## config.mk

```make
export PLATFORM = sky130hd
export DESIGN_NAME = sw_timebase_ctrl
export DESIGN_NICKNAME = d
export VERILOG_FILES = /design/src/rtl/sw_timebase_ctrl.sv
export SDC_FILE = /design/constraint.sdc
export NUM_CORES = 1
export LEC_CHECK = 0
export BUFFER_PORTS_ARGS = -buffer_cell sky130_fd_sc_hd__buf_2
export CORE_ASPECT_RATIO = 0.7
export CORE_UTILIZATION = 30
export DETAILED_ROUTE_END_ITERATION = 16
export PLACE_DENSITY = 0.55
export SETUP_SLACK_MARGIN = 0.4
export SYNTH_ARGS = -nofsm -noshare
export SYNTH_HDL_FRONTEND = slang
export SYNTH_SLANG_ARGS = --single-unit
```

## constraint.sdc

```tcl
create_clock -name clk -period 4.25 [get_ports clk]
set_input_delay 0.2125 -clock clk [delete_from_list [all_inputs] [get_ports clk]]
set_output_delay 0.2125 -clock clk [all_outputs]
set_load 0.1 [all_outputs]
```

## src/rtl/sw_timebase_ctrl.sv

```systemverilog
// Purpose : stopwatch front end; debounces the start/stop and clear buttons, runs the IDLE/RUN/PAUSE
//           control FSM and generates the counter enable, clear strobe and tick for the counter chain.
// Latency : button step -> FSM reaction DB_CYCLES+2 clocks; first tick falling edge DIV clocks after cnt_en.
// Backpressure: none; outputs are free-running levels/strobes and the downstream chain always accepts them.
//
// Ports:
//   clk, rst           system clock, synchronous active-high reset
//   btn_ss, btn_clr    raw asynchronous push-buttons (high = pressed)
//   pls_out            half-duty tick, falling edge once per DIV clocks while running
//   cnt_en / running   high while in RUN
//   clr                one-cycle clear strobe
// Optional build macro LAP_EN adds btn_lap (input) and lap_frz (output, display freeze toggle).
module sw_timebase_ctrl #(
  parameter int CLK_HZ    = 125000000,
  parameter int TICK_HZ   = 100,
  parameter int DB_CYCLES = 2500000
) (
  input  logic clk,
  input  logic rst,
  input  logic btn_ss,
  input  logic btn_clr,
`ifdef LAP_EN
  input  logic btn_lap,
`endif
  output logic pls_out,
  output logic cnt_en,
  output logic clr,
  output logic running
`ifdef LAP_EN
  ,
  output logic lap_frz
`endif
);

  localparam int DIV = CLK_HZ / TICK_HZ;
  localparam int DW  = (DIV > 1) ? $clog2(DIV) : 1;
  localparam int DBW = (DB_CYCLES > 1) ? $clog2(DB_CYCLES) : 1;

  localparam logic [1:0] ST_IDLE  = 2'd0;
  localparam logic [1:0] ST_RUN   = 2'd1;
  localparam logic [1:0] ST_PAUSE = 2'd2;

  // Button vector: bit 0 = start/stop, bit 1 = clear, bit 2 = lap (optional)
`ifdef LAP_EN
  localparam int NB = 3;
  logic [NB-1:0] btn_raw;
  assign btn_raw = {btn_lap, btn_clr, btn_ss};
`else
  localparam int NB = 2;
  logic [NB-1:0] btn_raw;
  assign btn_raw = {btn_clr, btn_ss};
`endif

  logic [NB-1:0]  sync1, sync2;
  logic [NB-1:0]  db_lvl, db_lvl_d;
  logic [DBW-1:0] db_cnt [NB];
  logic [NB-1:0]  press;

  always_ff @(posedge clk) begin
    if (rst) begin
      sync1    <= '0;
      sync2    <= '0;
      db_lvl   <= '0;
      db_lvl_d <= '0;
      for (int i = 0; i < NB; i++) db_cnt[i] <= '0;
    end else begin
      sync1    <= btn_raw;
      sync2    <= sync1;
      db_lvl_d <= db_lvl;
      for (int i = 0; i < NB; i++) begin
        // Any cycle of agreement restarts the stability window.
        if (sync2[i] != db_lvl[i]) begin
          if (db_cnt[i] == DBW'(DB_CYCLES - 1)) begin
            db_lvl[i] <= sync2[i];
            db_cnt[i] <= '0;
          end else begin
            db_cnt[i] <= db_cnt[i] + DBW'(1);
          end
        end else begin
          db_cnt[i] <= '0;
        end
      end
    end
  end

  // Press only (0->1); release is silent.
  assign press = db_lvl & ~db_lvl_d;

  logic ev_ss, ev_clr;
  assign ev_ss  = press[0];
  assign ev_clr = press[1];

  logic [1:0] state, state_nxt;
  logic       clr_nxt;

  always_comb begin
    state_nxt = state;
    clr_nxt   = 1'b0;
    case (state)
      ST_IDLE: begin
        if (ev_clr)     clr_nxt   = 1'b1;
        else if (ev_ss) state_nxt = ST_RUN;
      end
      // Clear is ignored while running: the chain only honours clr with cnt_en low.
      ST_RUN: begin
        if (ev_ss) state_nxt = ST_PAUSE;
      end
      ST_PAUSE: begin
        if (ev_clr) begin
          state_nxt = ST_IDLE;
          clr_nxt   = 1'b1;
        end else if (ev_ss) begin
          state_nxt = ST_RUN;
        end
      end
      default: state_nxt = ST_IDLE;
    endcase
  end

  logic [DW-1:0] div_cnt, div_inc;
  assign div_inc = (div_cnt == DW'(DIV - 1)) ? '0 : div_cnt + DW'(1);

  always_ff @(posedge clk) begin
    if (rst) begin
      state   <= ST_IDLE;
      clr     <= 1'b0;
      cnt_en  <= 1'b0;
      div_cnt <= '0;
      pls_out <= 1'b0;
    end else begin
      state  <= state_nxt;
      clr    <= clr_nxt;
      cnt_en <= (state_nxt == ST_RUN);
      // The divider advances on every edge that starts in RUN, including the
      // edge that leaves RUN; PAUSE then holds the partial period.
      if (clr_nxt) begin
        div_cnt <= '0;
        pls_out <= 1'b0;
      end else if (state == ST_RUN) begin
        div_cnt <= div_inc;
        pls_out <= (div_inc >= DW'(DIV / 2));
      end
    end
  end

  assign running = cnt_en;

`ifdef LAP_EN
  always_ff @(posedge clk) begin
    if (rst) begin
      lap_frz <= 1'b0;
    end else if (clr_nxt) begin
      lap_frz <= 1'b0;
    end else if (state == ST_RUN && press[2]) begin
      lap_frz <= ~lap_frz;
    end
  end
`endif

endmodule

```

==> results summary, run 1 <==
The switching power total came out at 0.355 mW. Based on the critical path, the design can be clocked at up to 354 MHz. In this run the deepest clock path goes through 2 buffers. TritonCTS built the clock tree.

The number of storage elements in the synthesis netlist is 78. The worst path arrival time is 3040 ps. The count of antenna diodes in the layout is 0.

The post-synthesis sequential area ratio came out at 46.5%. The largest family of logic cells by synthesized area is simple AND/OR/NAND/NOR gates. The total routed wirelength is 8590 um. The async set or reset register ratio after synthesis came out at 0%.

At the worst endpoint, the required time is 4460 ps. The H-tree was split into 3 levels. The cell class contributing the biggest share of worst-path delay is simple AND/OR/NAND/NOR gates.

The die span in x is 145 um. The total number of yosys warnings is 0. The area of all placed cells without fillers is 4950 sq um.

The slowest stage of the critical path belongs to the cell sky130_fd_sc_hd__nor4_4. The number of detailed-route iterations in the first pass came out at 5. The clock transition at the register clock pins on the worst setup and hold paths after CTS came out at 60 ps.

The number of gates resized after cts came out at 0. The placeable core area came out at 14,000 sq um. The distinct cell type count of the synthesized netlist is 55. The sequential fraction of design power came out at 49.1%.

After detailed routing, the average wire length per cell comes to 12.1 um. The total number of vias came out at 3,420. The number of clock buffers added by TritonCTS is 9. The peak ir drop on the vdd network is 0.176 mV. The clock network power share is 48.4%.

After detailed routing, the number of remaining DRC violations is 0. Summing the areas of all xor and xnor instances in the mapped netlist gives 10.4% of the synthesized area. A synthesized cell averages 9.08 sq um.

Setup violations remaining at the end of the flow were counted as 0. The max-capacitance violation count came out at 0. Input and output buffers added on the ports amount to 7. The final net count is 520. The area growth from synthesis to final layout is 15.0%. Net switching is 20.8% of the power. The sum of negative setup slack is 0 ps. The number of global-route vias before repair is 3,148. In this run the vertical extent of the chip is 102 um. The detailed-placement wirelength estimate came out at 5900 um. The largest stage delay on the critical path is 850 ps. The overall global routing resource usage came out at 12.4%.

The number of antenna-violating nets in the routed design is 0. The post-synthesis mux area share came out at 0.931%. The cell count after synthesis came out at 474. At the pin with the least slew margin, the transition time is 928 ps.

The worst setup path is captured at a flop. Summing the areas of all compound-gate instances in the mapped netlist gives 9.04% of the synthesized area. In this run, synthesis inferred 44 flip-flops with an integrated enable.

The cell area after technology mapping is 4300 sq um. The vias per cell is 4.83. The number of DRC markers after the initial detailed-route iteration is 252.

The post-CTS repair timing setup buffer count came out at 0. The I/O pin count is 8. The area share of and/or/nand/nor cells after synthesis is 28.6%.

The final critical-path share of the clock period came out at 66.5%. The number of buffers and inverters on the critical path came out at 0. The number of max-slew violations in the final report came to 0. The kind of launch point of the worst setup path is a flop. The signal on the critical path passes through ha_1 -> nand4_1 -> nor4_4 -> o221ai_1 -> a211o_1 -> a22oi_1 -> o41ai_1. The final-report hold violation count came to 0. The arithmetic-cell share of the synthesized area counting full adders, half adders and majority gates is 0.872%. The die covers 14,800 sq um. The critical path is of the flop to flop type. The placer's final routability congestion estimate is 0.851. Summing all placed instances gives a cell area of 4630 sq um. The maximum number of pins on one net before global-route repair is 23. The combinational share of power is 2.5%. The largest fanout of any net on the critical path is 18. The fraction of layout instances using a drive strength above 1 came out at 5.60%.

The initial antenna violation count was 0. In the synthesized netlist the dominant register cell turns out to be sky130_fd_sc_hd__edfxtp_1. The total congestion overflow after global routing came out at 0. The effective utilization at floorplan came out at 30.8%.

The run finished with clean final reports. The number of clock sinks came out at 78. Setup repair after global routing left no endpoint under its margin. The normalized max-slew margin came out at 37.7%. The power density over the cells is 344 nW/um^2. The later pin in the worst-skew pair is clocked with a latency of 340 ps. The count of hold buffers inserted by post-cts repair came out at 0. Between clock sinks in the finished design, the worst skew comes to 8.21 ps. The cell-internal power is 1.35 mW. The path class of the tightest hold or removal check is input pin to flop. The number of cell rows is 36.

In this run the clock root is driven by a sky130_fd_sc_hd__clkbuf_16. The static leakage came out at 1.66 nW. The global-route wire length before repair came out at 14,800 um.

Subtracting the final worst setup slack from the clock period gives 2830 ps.
-- power by group through the flow --
stage               Clock (mW)  Combinational, mW  Sequential (mW)
finish                   0.825             0.0424            0.836
global route             0.879             0.0489            0.839
CTS                      0.851             0.0418            0.836
detailed placement           0             0.0416            0.852
global placement             0             0.0408            0.851
floorplan                    0             0.0341            0.847
-- synthesized netlist by cell type, types with 4 or more instances --
cell                       number  share of area, %
sky130_fd_sc_hd__a211oi_1       5              0.87
sky130_fd_sc_hd__or3_1         14               2.0
sky130_fd_sc_hd__mux2i_1        4              0.93
sky130_fd_sc_hd__and3_1        11               1.6
sky130_fd_sc_hd__nand2b_1       7               1.0
sky130_fd_sc_hd__buf_2         10               1.2
sky130_fd_sc_hd__nor2b_1       11               1.6
sky130_fd_sc_hd__nand3_1       30               3.5
sky130_fd_sc_hd__inv_1          9              0.79
sky130_fd_sc_hd__clkbuf_1      11              0.96
sky130_fd_sc_hd__xor2_1        27               5.5
sky130_fd_sc_hd__nor2_1        79               6.9
sky130_fd_sc_hd__edfxtp_1      44                31
sky130_fd_sc_hd__dfxtp_1       34                16
sky130_fd_sc_hd__o21ai_0       18               2.1
sky130_fd_sc_hd__nand2_1       37               3.2
sky130_fd_sc_hd__nand4_1       10               1.5
sky130_fd_sc_hd__xnor2_1       24               4.9
sky130_fd_sc_hd__nor3_1        18               2.1
sky130_fd_sc_hd__nor4_1         7               1.0
sky130_fd_sc_hd__a21oi_1       19               2.2
-- cell type report --
| type | count | area (sq um) |
|---|---|---|
| sequential | 78 | 2000 |
| clock inverter | 5 | 83.8 |
| timing repair buffer | 9 | 50.0 |
| multi-input combinational | 406 | 2310 |
| tap | 190 | 238 |
| clock buffer | 11 | 233 |
| inverter | 9 | 33.8 |
| fill | 1449 | 9020 |
-- final timing paths --
check	slack [ps]	cells after the start	startpoint	end
min reg2reg	440	1	sync1[0]	sync2[0]
max	1420	7	div_cnt[0]	pls_out
max reg2reg	1420	7	div_cnt[0]	pls_out
min	100	2	btn_ss	sync1[0]
-- registers in the layout (all words and copies together) (netlist names), 2 cells and up --
signal and count:
db_cnt 44, div_cnt 21, db_lvl 2, db_lvl_d 2, state 2, sync1 2, sync2 2
-- per-layer routing --
| layer | up-vias | part of all wire (%) | wire, um | global-route usage [%] |
|---|---|---|---|---|
| li1 | 1723 | - | - | - |
| met2 | 65 | 42 | 3620 | 19.1 |
| met3 | 11 | 4.3 | 367 | 3.21 |
| met4 | 0 | 1.9 | 165 | 5.34 |
| met1 | 1621 | 52 | 4430 | 16.6 |
| met5 | - | 0 | 0 | 0 |
-- logic make-up after synthesis --
logic type      Yosys count
mux                       4
xor+xnor                 51
flops                    78
other cells               1
simple gates            242
buf+inv                  33
fa+ha+maj                 3
compound gates           62
-- worst register-to-register path: stages, from the launching register on --
cell and delay, ps:
sky130_fd_sc_hd__dfxtp_1 400, sky130_fd_sc_hd__ha_1 390, sky130_fd_sc_hd__nand4_1 210, sky130_fd_sc_hd__nor4_4 860
sky130_fd_sc_hd__o221ai_1 250, sky130_fd_sc_hd__a211o_1 330, sky130_fd_sc_hd__a22oi_1 180, sky130_fd_sc_hd__o41ai_1 90
-- cell usage in the layout, fill, tap and decap left out, types with 14 or more instances in the layout --
cell type,count
sky130_fd_sc_hd__conb_1,44
sky130_fd_sc_hd__or3_1,14
sky130_fd_sc_hd__o21ai_0,18
sky130_fd_sc_hd__nor3_1,18
sky130_fd_sc_hd__nand3_1,30
sky130_fd_sc_hd__nor2_1,79
sky130_fd_sc_hd__a21oi_1,19
sky130_fd_sc_hd__dfxtp_1,34
sky130_fd_sc_hd__xnor2_1,24
sky130_fd_sc_hd__edfxtp_1,44
sky130_fd_sc_hd__xor2_1,27
sky130_fd_sc_hd__nand2_1,37
-- per-stage QoR --
stage          power (mW)  setup WS, ps  cells  util (%)  hold WS (ps)
2_1_floorplan       0.881          2100    517         -           284
3_3_place_gp        0.892          1650    692      33.2           436
3_5_place_dp        0.894          1470    692      33.2           423
4_1_cts              1.73          1460    708      35.4          90.5
5_1_grt              1.77          1250    708      35.4          98.6
6_report             1.70          1420    708      35.4          97.9
No activity file was read; power rests on OpenSTA's default activity.
==> run 2, diff against run 1 <==
--- a/config.mk
+++ b/config.mk
@@ -9,7 +9,7 @@
 export CORE_ASPECT_RATIO = 0.7
 export CORE_UTILIZATION = 30
 export DETAILED_ROUTE_END_ITERATION = 16
-export PLACE_DENSITY = 0.55
+export PLACE_DENSITY = 0.57
 export SETUP_SLACK_MARGIN = 0.4
 export SYNTH_ARGS = -nofsm -noshare
 export SYNTH_HDL_FRONTEND = slang
==> constraint.sdc (replaced) <==
create_clock -name clk -period 2.32 [get_ports clk]
set_input_delay 0.116 -clock clk [delete_from_list [all_inputs] [get_ports clk]]
set_output_delay 0.116 -clock clk [all_outputs]
set_load 0.1 [all_outputs]
==> run 2 against run 1 <==
Sequential cell count is the same. Sequential share of layout area down 7.6 points. First-iteration DRC count is 11% lower. Maximum frequency is 40% higher. Wire length rose by 21%. Non-clock buffer count increased by 72. Critical endpoint unchanged.
==> results summary, run 2 (synthesized netlist as in run 1, its figures left out) <==
The die covers 14,800 sq um. The count of port buffers added during placement is 7. The I/O pin count came out at 8. Prior to clock tree synthesis, the placed netlist has a worst setup slack of 130 ps.

0 antenna diodes ended up in the layout. The placer's final routability congestion estimate is 0.906. The placeable core area came out at 14,000 sq um. Measured against its own limit, the worst slew margin works out to 59.6%. The final-report hold violation count is 0. The maximum number of pins on one net before global-route repair is 23. More flip-flops sit in one register than any other, and that register is db_cnt. TritonCTS built the clock tree. The final setup violation count is 0.

The number of cell rows came out at 36. The sum of negative setup slack came out at 0 ps. The maximum level of the CTS H-tree came out at 3. The die span in x came out at 145 um. The clock period could shrink to 2020 ps.

The total congestion overflow after global routing is 0. The peak ir drop on the vdd network came out at 0.317 mV. The area growth from synthesis to final layout is 43.9%. The total power after layout is 3.11 mW. The number of clock sinks is 78. The actual slew at the worst max-slew pin came out at 606 ps.

Leaving out fill and tap cells, the most frequent cells in the layout are sky130_fd_sc_hd__buf_4 (60), sky130_fd_sc_hd__edfxtp_1 (44), sky130_fd_sc_hd__conb_1 (44). The worst setup path is captured at a flop. In this run the most critical hold path is launched from btn_ss. The number of global-route vias before repair is 3,308.

The flow ran to the end, and the final reports show no timing, DRC or antenna violations. For the worst flop-to-flop path, the logic depth is 7. The total number of vias is 3,747.

The final net count is 593. For this run, the top clock speed supported by timing is 495 MHz. The initial antenna violation count is 0.

The number of buffers and inverters on the critical path is 1. The largest stage delay on the critical path is 370 ps. The count of filler cells inserted in the layout is 1,307. The register with the most flip-flops in the layout has 44 of them. Detailed placement ended at an HPWL of 6130 um. The reg2reg setup slack is 300 ps. The detail-routed net length per standard cell came out at 13.3 um. The height of the die is 102 um. The CTS buffer count came out at 9. The instance count after placement with tap cells included is 712. The total routed wirelength came out at 10,400 um.

The worst path arrival time came out at 2230 ps. The required arrival time at the worst endpoint is 2530 ps. In this run the cell area measured after placement is 4890 sq um. The overall global routing resource usage is 13.2%. For this run, the detailed router's first-pass iteration total came to 5. For this design the static power due to leakage is 2.20 nW. The tree is rooted in a sky130_fd_sc_hd__clkbuf_16. The worst clock skew on the final layout came out at 8.66 ps. The DRC violations left is 0. Across all setup checks in the final design, the least slack found is 298 ps. In this run the critical register-to-register path is launched from div_cnt[2]. Grouping stages by cell kind, the critical path spends the most delay in simple AND/OR/NAND/NOR gates. The number of max-slew violations in the final report came to 0. The tightest min-delay check is of the input pin to flop type. Power spread over the standard cell area amounts to 502 nW/um^2. Hold is met by 5.14 ps. The area of all placed cells without fillers came out at 6190 sq um. The number of antenna-violating nets in the routed design came out at 0. The worst setup path is of the flop to flop kind. The global-route wire length before repair is 15,700 um. The effective utilization at floorplan came out at 30.8%.

The final critical-path share of the clock period came out at 87.2%. After clock tree synthesis, the clock-pin slew on the worst setup and hold paths is 60 ps. For this block, the initial DRC count from the detailed router was 225. In the final layout, the registers with the most flip-flops are db_cnt x44, div_cnt x21. The number of buffers on the longest clock path came out at 2.

The count of non-filler cells in the finished layout is 781. The critical-path cell with the highest stage delay is sky130_fd_sc_hd__dfxtp_2. The fraction of layout instances using a drive strength above 1 is 35.4%. In this run the worst path has a maximum fanout of 9. The later-pin clock latency in the skew report is 340 ps. The vias per cell is 4.80. The endpoint of the most critical register-to-register path is pls_out. Traced cell by cell, the critical path runs through and3_2 -> buf_4 -> and3_1 -> or3_1 -> a211o_1 -> a22oi_2 -> o41ai_2. The final cell utilization of the core is 44.3%.

STA classifies the critical path startpoint as a flop. The worst hold path passes through 2 cells. The most frequent standard cell in the layout excluding fill and tap cells is sky130_fd_sc_hd__buf_4. Setup repair after global routing could not meet its margin everywhere. The sink of the worst hold path is sync1[0].

The max-capacitance violation count came out at 0.
-- run 2: layout make-up --
class / instances / area (sq um) / area share (%)
clock buffers: 12 / 278 / 4.49
clock inverters: 4 / 26.3 / 0.424
inverters: 9 / 33.8 / 0.546
multi-input cells: 407 / 2870 / 46.3
flip-flops and latches: 78 / 2030 / 32.8
well taps: 190 / 238 / 3.84
repair buffers: 81 / 716 / 11.6
-- run 2: worst reg2reg max path, cell delays in order, from the launching register on --
cell                      delay (ps)
sky130_fd_sc_hd__dfxtp_2         370
sky130_fd_sc_hd__and3_2          270
sky130_fd_sc_hd__buf_4           180
sky130_fd_sc_hd__and3_1          220
sky130_fd_sc_hd__or3_1           310
sky130_fd_sc_hd__a211o_1         310
sky130_fd_sc_hd__a22oi_2         160
sky130_fd_sc_hd__o41ai_2          80
-- run 2: routing by layer --
layer	share of wire (%)	wire length (um)	GRT usage (%)	vias up
met4	1.3	133	4.62	0
li1	-	-	-	1866
met2	46	4750	19.9	97
met1	48	4970	18.4	1766
met5	0	0	0	-
met3	5.0	521	3.26	18
-- run 2: worst max-delay path by stage --
stage                 start            end  slack, ps  cells after the start
2_1_floorplan  db_cnt[1][0]  db_cnt[1][19]        350                      7
3_3_place_gp    div_cnt[11]        pls_out        180                      7
3_5_place_dp    div_cnt[11]        pls_out        130                      7
4_1_cts         div_cnt[13]        pls_out        310                      7
5_1_grt          div_cnt[1]        pls_out        200                      7
6_report         div_cnt[2]        pls_out        300                      7
-- run 2: repair_timing --
| action | CTS | global route |
|---|---|---|
| endpoints found under the hold margin | 1 | 0 |
| pin swaps | 19 | 51 |
| endpoints found under the setup margin | 56 | 56 |
| resized for setup | 43 | 95 |
| buffers inserted | 21 | 24 |
| hold buffers | 1 | 0 |
| gates cloned | 0 | 7 |
-- run 2: power by group --
group | switching [mW] | internal [mW] | total (mW) | leakage (nW)
Clock | 0.581 | 0.848 | 1.43 | 0.146
Sequential | 0.0360 | 1.49 | 1.53 | 0.738
Combinational | 0.0838 | 0.0702 | 0.154 | 1.32
Total | 0.701 | 2.41 | 3.11 | 2.20
==> run 3, diff against run 2 <==
--- a/config.mk
+++ b/config.mk
@@ -10,7 +10,7 @@
 export CORE_UTILIZATION = 30
 export DETAILED_ROUTE_END_ITERATION = 16
 export PLACE_DENSITY = 0.57
-export SETUP_SLACK_MARGIN = 0.4
+export SETUP_SLACK_MARGIN = 0.5
 export SYNTH_ARGS = -nofsm -noshare
 export SYNTH_HDL_FRONTEND = slang
 export SYNTH_SLANG_ARGS = --single-unit
==> constraint.sdc (replaced) <==
create_clock -name clk -period 2.32 [get_ports clk]
set_input_delay 0.116 -clock clk [delete_from_list [all_inputs] [get_ports clk]]
set_output_delay 0.116 -clock clk [all_outputs]
set_load 0.05 [all_outputs]
==> run 3 against run 2 <==
Sequential cell count unchanged. Power down 2.7%. Design area up 3.3%. Combinational power up 15%. Cell count up 0.51%. Hold slack better by 21 ps. Global-route usage up 1.1 points. Wire length up 2.5%. Via count down 0.45%. Clock-buffer cell count up 1.
==> results summary, run 3 (synthesized netlist as in run 1, its figures left out) <==
The total number of vias came out at 3,730. The final critical-path share of the clock period came out at 88.5%. The run finished with clean final reports.

Adding up every negative setup slack in the final design gives 0 ps. VDD sags by at most 0.328 mV. The first detailed-routing pass took 5 iterations. The global-route wire length before repair is 17,000 um.

The worst hold path belongs to the class input pin to flop. STA classifies the critical path endpoint as a flop. The maximum number of pins on one net before global-route repair came out at 23. The full die area came out at 14,800 sq um. Setup repair after global routing could not meet its margin everywhere. The kind of launch point of the worst setup path is a flop. The number of antenna-violating nets in the routed design came out at 0. The required arrival time at the worst endpoint came out at 2530 ps.

The worst path arrival time is 2260 ps. The number of max-slew violations in the final report was 0. For this run, the share of the core covered by cells in the final layout is 45.8%. The number of cell rows is 36. TritonCTS built the clock tree. The largest registers in the layout are db_cnt x44, div_cnt x21.

The maximum achievable frequency came out at 487 MHz. The total congestion overflow after global routing is 0. The detail-routed net length per standard cell came out at 13.5 um. On the final layout, the worst clock skew is 7.32 ps.

In this design, the critical path's most frequently occurring cell is sky130_fd_sc_hd__and3_4. The detailed-placement wirelength estimate came out at 6280 um. The maximum level of the CTS H-tree is 3. The count of antenna diodes in the layout is 0. The CTS buffer count is 9. The static leakage came out at 2.33 nW.

The height of the die is 102 um. The flip-flop count of the largest register after layout is 44. In this run the deepest clock path goes through 2 buffers. The final net count is 597. For this run, the total global-route usage over all layers was measured as 14.2%. The placer's final routability congestion estimate came out at 0.883. The effective utilization at floorplan is 30.8%. Traced cell by cell, the critical path runs through and3_4 -> nand4_4 -> nor3_4 -> and3_4 -> a2111oi_4 -> o41ai_2 -> o41ai_1.

The fraction of layout instances using a drive strength above 1 came out at 36.3%. The power density over the cells came out at 473 nW/um^2. The clock transition at the register clock pins on the worst setup and hold paths after CTS is 60 ps.

The actual slew at the worst max-slew pin came out at 649 ps. For this design the top-level I/O count stands at 8. The max-capacitance violation count is 0. The largest stage delay on the critical path is 440 ps. The initial antenna violation count is 0. The final setup violation count is 0. The critical path is of the flop to flop type.

The number of global-route vias before repair was 3,562. From left edge to right edge, the die measures 145 um. The count of port buffers added during placement came out at 7. Counting flops per register, the top entry is db_cnt. The later-pin clock latency in the skew report came out at 340 ps. CTS placed an instance of sky130_fd_sc_hd__clkbuf_16 at the clock tree root.

The total power after layout is 3.02 mW. After detailed routing, the number of vias per cell comes to 4.75. After the first detailed-routing iteration, the DRC count stood at 147. The placeable core area came out at 14,000 sq um.

The routed design could run at a clock period as short as 2050 ps. The area growth from synthesis to final layout came out at 48.7%. The clock net in this run drives a total of 78 sinks. The DRC violations left came out at 0. The critical-path cell with the highest stage delay is sky130_fd_sc_hd__dfxtp_2. In the layout the commonest cells are sky130_fd_sc_hd__buf_4 (59), sky130_fd_sc_hd__edfxtp_1 (44), sky130_fd_sc_hd__conb_1 (44). Measured against its own limit, the worst slew margin works out to 56.7%. Wires add up to 10,600 um. The largest fanout of any net on the critical path came out at 9. The final-report hold violation count was 0. The library cell used most frequently in the layout, excluding fill and tap cells, is sky130_fd_sc_hd__buf_4.
## run 3: cell count changes in the layout (fill, tap and decap cells not counted), moves of 3 or more
| cell | previous run | this run |
|---|---|---|
| sky130_fd_sc_hd__buf_6 | 5 | 9 |
| sky130_fd_sc_hd__nor3_4 | 3 | 7 |
| sky130_fd_sc_hd__nor2_2 | 16 | 10 |
| sky130_fd_sc_hd__dfxtp_2 | 10 | 7 |
| sky130_fd_sc_hd__nor4_1 | 4 | 1 |
| sky130_fd_sc_hd__nor2_1 | 40 | 36 |
| sky130_fd_sc_hd__nor2_4 | 23 | 33 |
| sky130_fd_sc_hd__nand2_2 | 3 | 0 |
| sky130_fd_sc_hd__o21ai_0 | 17 | 13 |
## run 3: stage by stage
step,setup slack (ps),hold WS [ps],cell area [sq um],std cells
2_1_floorplan,405,188,4630,517
3_3_place_gp,203,337,4890,708
3_5_place_dp,93.7,342,4890,708
4_1_cts,294,28.5,5670,761
5_1_grt,169,34.6,6400,785
6_report,266,25.7,6400,785
## run 3: worst paths after layout
path	startpoint	to	slack, ps	cells after the start
hold reg to reg	sync1[1]	sync2[1]	440	1
setup reg to reg	div_cnt[6]	pls_out	270	7
setup / recovery	div_cnt[6]	pls_out	270	7
hold / removal	btn_clr	sync1[1]	30	2
## run 3: worst max-delay path, delay by kind of cell, from the launching register on
family          cells  cell delay (ps)
compound gates      3              550
flops               1              440
simple gates        4              940
## run 3: report_power, final
part,switching (mW),leakage (nW),internal [mW]
Clock,0.543,0.136,0.782
Sequential,0.0333,0.737,1.49
Combinational,0.0970,1.46,0.0801
## run 3: final cells by class
class	instances	area, sq um
fillers	1315	7570
clock buffers	13	260
multi-input cells	406	2990
well taps	190	238
inverters	9	33.8
repair buffers	86	825
flip-flops and latches	78	2030
clock inverters	3	18.8
## run 3: timing repair
action                                  4_1_cts  5_1_grt
gates resized for setup                      44      116
buffers inserted                             34       20
hold endpoints to repair                      1        0
endpoints found under the setup margin       56       56
pin swaps                                    18       50
hold buffers                                  1        0
gates cloned                                  2        4
## run 3: metal layers
layer	GRT usage [%]	vias to the layer above	part of all wire, %
met5	0	-	0
met4	3.72	0	0.73
met3	3.30	7	2.8
met2	22.7	51	47
met1	19.5	1799	50
li1	-	1873	-
